<file path="src/rtl/ls161_timer_ctrl_if.sv">
// Control/status bundle for the LS161-style cascaded timer.
// The master drives the requests and PRESET. The slave returns the count and status.
interface ls161_timer_ctrl_if;
  localparam int unsigned CNT_W = 8;

  logic             START;
  logic             STOP;
  logic             MODE;
  logic             ENA;
  logic [CNT_W-1:0] PRESET;
  logic [CNT_W-1:0] CNT;
  logic             BUSY;
  logic             DONE;
  logic             RCO;

  modport master (
    output START, STOP, MODE, ENA, PRESET,
    input  CNT, BUSY, DONE, RCO
  );

  modport slave (
    input  START, STOP, MODE, ENA, PRESET,
    output CNT, BUSY, DONE, RCO
  );
endinterface

</file>
<file path="src/rtl/ls161_timer_ctrl.sv">
// Timer built from two cascaded 4-bit counter stages and sequenced by an IDLE/LOAD/RUN FSM.
// The timer supports one-shot and periodic terminal-count operation.
module ls161_timer_ctrl (
  input  logic                CLK,
  input  logic                CLR_n,
  ls161_timer_ctrl_if.slave   bus
);
  localparam int unsigned CNT_W = 8;
  localparam int unsigned NIB_W = 4;

  typedef enum logic [1:0] {
    ST_IDLE = 2'd0,
    ST_LOAD = 2'd1,
    ST_RUN  = 2'd2
  } state_t;

  state_t           state_q;
  logic [CNT_W-1:0] cnt_q;
  logic [CNT_W-1:0] shadow_q;
  logic             busy_q;
  logic             done_q;

  logic             lo_carry;
  logic [NIB_W-1:0] lo_nxt;
  logic [NIB_W-1:0] hi_nxt;
  logic             terminal;

  // The high stage advances only on the carry out of the low stage.
  assign lo_carry = (cnt_q[NIB_W-1:0] == {NIB_W{1'b1}});
  assign lo_nxt   = cnt_q[NIB_W-1:0] + NIB_W'(1);
  assign hi_nxt   = lo_carry ? (cnt_q[CNT_W-1:NIB_W] + NIB_W'(1)) : cnt_q[CNT_W-1:NIB_W];
  assign terminal = (state_q == ST_RUN) && bus.ENA && (cnt_q == {CNT_W{1'b1}});

  always_ff @(posedge CLK or negedge CLR_n) begin
    if (!CLR_n) begin
      state_q  <= ST_IDLE;
      cnt_q    <= '0;
      shadow_q <= '0;
      busy_q   <= 1'b0;
      done_q   <= 1'b0;
    end else begin
      done_q <= 1'b0;
      case (state_q)
        ST_IDLE: begin
          if (bus.START && !bus.STOP) begin
            shadow_q <= bus.PRESET;
            state_q  <= ST_LOAD;
            busy_q   <= 1'b1;
          end
        end
        ST_LOAD: begin
          if (bus.STOP) begin
            state_q <= ST_IDLE;
            busy_q  <= 1'b0;
          end else begin
            cnt_q   <= shadow_q;
            state_q <= ST_RUN;
          end
        end
        ST_RUN: begin
          // STOP wins over a coincident terminal count and swallows its DONE.
          if (bus.STOP) begin
            state_q <= ST_IDLE;
            busy_q  <= 1'b0;
          end else if (terminal) begin
            done_q <= 1'b1;
            if (bus.MODE) begin
              cnt_q <= shadow_q;
            end else begin
              state_q <= ST_IDLE;
              busy_q  <= 1'b0;
            end
          end else if (bus.ENA) begin
            cnt_q <= {hi_nxt, lo_nxt};
          end
        end
        default: begin
          state_q <= ST_IDLE;
          busy_q  <= 1'b0;
        end
      endcase
    end
  end

  assign bus.CNT  = cnt_q;
  assign bus.BUSY = busy_q;
  assign bus.DONE = done_q;
  assign bus.RCO  = terminal;
endmodule

</file>
<file path="src/flat_wrapper.sv">
// flat-port wrapper written by rule: the top's interface ports become plain ports
module ls161_timer_ctrl_flat 
  (CLK, CLR_n, bus_START, bus_STOP, bus_MODE, bus_ENA, bus_PRESET, bus_CNT, bus_BUSY, bus_DONE, bus_RCO);
  ls161_timer_ctrl_if bus_i ();
  input  logic CLK;
  input  logic CLR_n;
  input wire logic [$bits(bus_i.START)-1:0] bus_START;
  input wire logic [$bits(bus_i.STOP)-1:0] bus_STOP;
  input wire logic [$bits(bus_i.MODE)-1:0] bus_MODE;
  input wire logic [$bits(bus_i.ENA)-1:0] bus_ENA;
  input wire logic [$bits(bus_i.PRESET)-1:0] bus_PRESET;
  output wire logic [$bits(bus_i.CNT)-1:0] bus_CNT;
  output wire logic [$bits(bus_i.BUSY)-1:0] bus_BUSY;
  output wire logic [$bits(bus_i.DONE)-1:0] bus_DONE;
  output wire logic [$bits(bus_i.RCO)-1:0] bus_RCO;
  assign bus_i.START = bus_START;
  assign bus_i.STOP = bus_STOP;
  assign bus_i.MODE = bus_MODE;
  assign bus_i.ENA = bus_ENA;
  assign bus_i.PRESET = bus_PRESET;
  assign bus_CNT = bus_i.CNT;
  assign bus_BUSY = bus_i.BUSY;
  assign bus_DONE = bus_i.DONE;
  assign bus_RCO = bus_i.RCO;
  ls161_timer_ctrl u_core (.CLK(CLK), .CLR_n(CLR_n), .bus(bus_i));
endmodule
</file>
<file path="config.mk">
export PLATFORM = sky130hd
export DESIGN_NAME = ls161_timer_ctrl_flat
export DESIGN_NICKNAME = d
export VERILOG_FILES = /design/src/rtl/ls161_timer_ctrl_if.sv /design/src/rtl/ls161_timer_ctrl.sv /design/src/flat_wrapper.sv
export SDC_FILE = /design/constraint.sdc
export NUM_CORES = 1
export LEC_CHECK = 0
export BUFFER_PORTS_ARGS = -buffer_cell sky130_fd_sc_hd__buf_2
export CORE_MARGIN = 2
export CORE_UTILIZATION = 47
export CTS_CLUSTER_SIZE = 16
export DETAILED_ROUTE_END_ITERATION = 8
export PLACE_DENSITY = 0.74
export REMOVE_ABC_BUFFERS = 1
export SYNTH_ARGS = -nofsm -noshare
export SYNTH_HDL_FRONTEND = slang
export SYNTH_SLANG_ARGS = --single-unit
</file>
<file path="constraint.sdc">
create_clock -name CLK -period 2.1 [get_ports CLK]
set_clock_uncertainty 0.1 [all_clocks]
set_input_delay 0.315 -clock CLK [delete_from_list [all_inputs] [get_ports CLK]]
set_output_delay 0.315 -clock CLK [all_outputs]
set_load 0.01 [all_outputs]
</file>
==> impl_metrics.yaml <==
run_status:
  status: "finished clean"
synthesis:
  yosysWarnings: 0
  syn_area_um2: 1110
  synth_seq_cells: 20
  netlist_instances: 98
  synthArstFlopShare: 1.00
  synth_top_area_share: 0.450
  avgSynthCellArea_um2: 11.4
  ys_seq_area_frac: 0.450
  synth.most_common_cell: "dfrtp_1"
  yosys_most_used_dff: "dfrtp_1"
  synth-edff-count: 0
  synth_cell_types: 32
  synth_common_cells: "dfrtp_1, mux2_2, a21oi_1, ha_1"
  synthTopCellsByArea: "dfrtp_1, mux2_2, ha_1"
  synth_top_cell_by_area: "dfrtp_1"
detailed_routing:
  routed_via_density: 5.68
  wl_um: 2480
  route.vias.total: 926
  drc: 0
  drt_first_pass_iters: 4
  wl_per_cell_um: 15.2
  drtIter0Drc: 10
  ant_nets: 0
flow_run:
  maxCapViolCount: 0
worst_setup_path:
  cp_max_fo: 6
  rrSetupSlack_ps: 100
  end_kind: "register"
  rr_startpoint: "u_core.state_q[1]$_DFFE_PN0P_"
  cp-startpoint: "u_core.state_q[1]$_DFFE_PN0P_"
  critical_path_class: "register to register"
  worstSetupStartpointType: "register"
  required_ps: 2250
  worstPathArrival_ps: 2150
timing:
  fin_crit_sh: 0.952
  max_slew_margin: 0.697
  period_minus_slack_ps: 2000
  hold_viol_final: 0
  tightest_slew_ps: 454
  tns_ps: 0
  max_freq_ghz: 0.500
  setup_viol: 0
  maxSlewViolCount: 0
  grt_setup_unrepaired: "no"
  hold_ws_ps: 131
clock_tree:
  cts.reportedPaths.clkPinSlew_ps: 120
  cts_tree: "built"
  cts-root-buf: "clkbuf_4"
  cts_made_buffers: 3
  h-tree-depth: 1
  clk_latency_ps: 300
  cts.sinks: 20
  clk_path_buf_depth: 2
placement:
  dp_hpwl_um: 1850
  io_buffers: 24
  dp_cells: 154
  gp_congestion: 0.838
global_route:
  antenna_found_initial: 0
  grt_max_degree: 21
  overflow: 0
  grt_pass1_wl_um: 3920
  grt_usage: 0.192
  grt_pass1_vias: 882
die:
  rows: 17
  die_x_um: 52.7
  initial_utilization: 0.498
  die_area_um2: 2770
  die_y_um: 52.7
  core_area_um2: 2230
  io_pins: 25
finish:
  diodes: 0
  layout-drive-gt1-share: 0.422
  final_cells: 163
  syn2layout_area_growth_pct: 27.4
  fin_nets: 156
worst_hold_path:
  hp-start: "bus_PRESET[4]"
  hold_path_class: "input pin to register"
power:
  leakagePower_uw: 0.000645
  powerDensity_nw_per_um2: 1490
  peakVddDrop_mv: 0.925
flip-flops by register name (all words and copies together) (netlist names):
signal / flops
u_core.bus.BUSY: 1
u_core.bus.CNT: 8
u_core.bus.DONE: 1
u_core.shadow_q: 8
u_core.state_q: 2
metrics by stage:
step           power [uW]  area (um^2)  worst slack (ps)  utilization
6_report             2120         1420               101        0.635
5_1_grt              2280         1420              9.28        0.635
4_1_cts              2060         1360              31.1        0.610
3_5_place_dp         1740         1300              58.9        0.582
3_3_place_gp         1690         1300              89.1        0.582
2_1_floorplan        1420         1110             -79.6            -
repair_timing:
action / in CTS / in global routing
hold endpoints to repair: 20 / 0
buffers inserted: 0 / 4
resized for setup: 0 / 7
setup endpoints to repair: 0 / 8
hold buffers: 1 / 0
routing by layer:
layer  GRT usage  vias up  wire length, um
met1       0.246      449             1140
met5           0        -                0
met3      0.0314        4               84
met4      0.0769        0               33
li1            -      447                -
met2       0.321       26             1220
critical path, cell delays in order, from the launching register on:
cell	delay (ps)
dfrtp_1	430
inv_1	100
ha_1	220
o21a_1	200
a211o_4	340
or4b_1	470
nand3_1	90
final cells by class:
| class | instances | area [um^2] |
|---|---|---|
| tap | 28 | 35.0 |
| timing repair buffer | 34 | 198 |
| fill | 195 | 816 |
| clock inverter | 1 | 30.0 |
| multi-input combinational | 73 | 617 |
| inverter | 4 | 15.0 |
| sequential | 20 | 500 |
| clock buffer | 3 | 22.5 |
power breakdown:
group / switching (uW) / leakage, uW / internal [uW]
sequential: 182 / 0.000238 / 577
combinational: 506 / 0.000379 / 534
clock: 126 / 0.0000279 / 193
total: 815 / 0.000645 / 1300
path summary, 6_finish.rpt:
kind / endpoint / cells after the start
max in group asynchronous: u_core.bus.BUSY$_DFFE_PN0P_ / 2
min: u_core.shadow_q[4]$_DFFE_PN0P_ / 2
max: u_core.bus.CNT[4]$_DFFE_PN0P_ / 6
max reg2reg: u_core.bus.CNT[4]$_DFFE_PN0P_ / 6
min reg2reg: u_core.bus.BUSY$_DFFE_PN0P_ / 1
min in group asynchronous: u_core.bus.CNT[5]$_DFFE_PN0P_ / 2
kinds of logic after synthesis:
family	synth area share
AOI/OAI and AO/OA	0.146
muxes	0.159
buffers and inverters	0.0180
and+or+nand+nor	0.160
adders and majority gates	0.0675
DFF	0.450
cells in the final DEF (no fill, tap or decap), types with 2 or more instances in the layout:
cell type  Yosys  final
o21ai_0        4      3
mux2i_1        3      3
nor2_1         3      2
nand3_1        3      3
nand4_1        2      2
dfrtp_1       20     20
buf_2          1     24
inv_1          4      3
clkbuf_4       0      3
nand2b_1       3      3
nand2_1        3      3
ha_1           6      5
nor3_1         3      3
a21oi_1        6      6
nor2b_1        2      2
buf_4          0      9
mux2_2        13     13
a21boi_0       2      2
a31oi_1        3      3
a2bb2oi_1      2      2
o21ai_1        1      2
o21a_1         2      2
No activity file was read; power rests on OpenSTA's default activity.
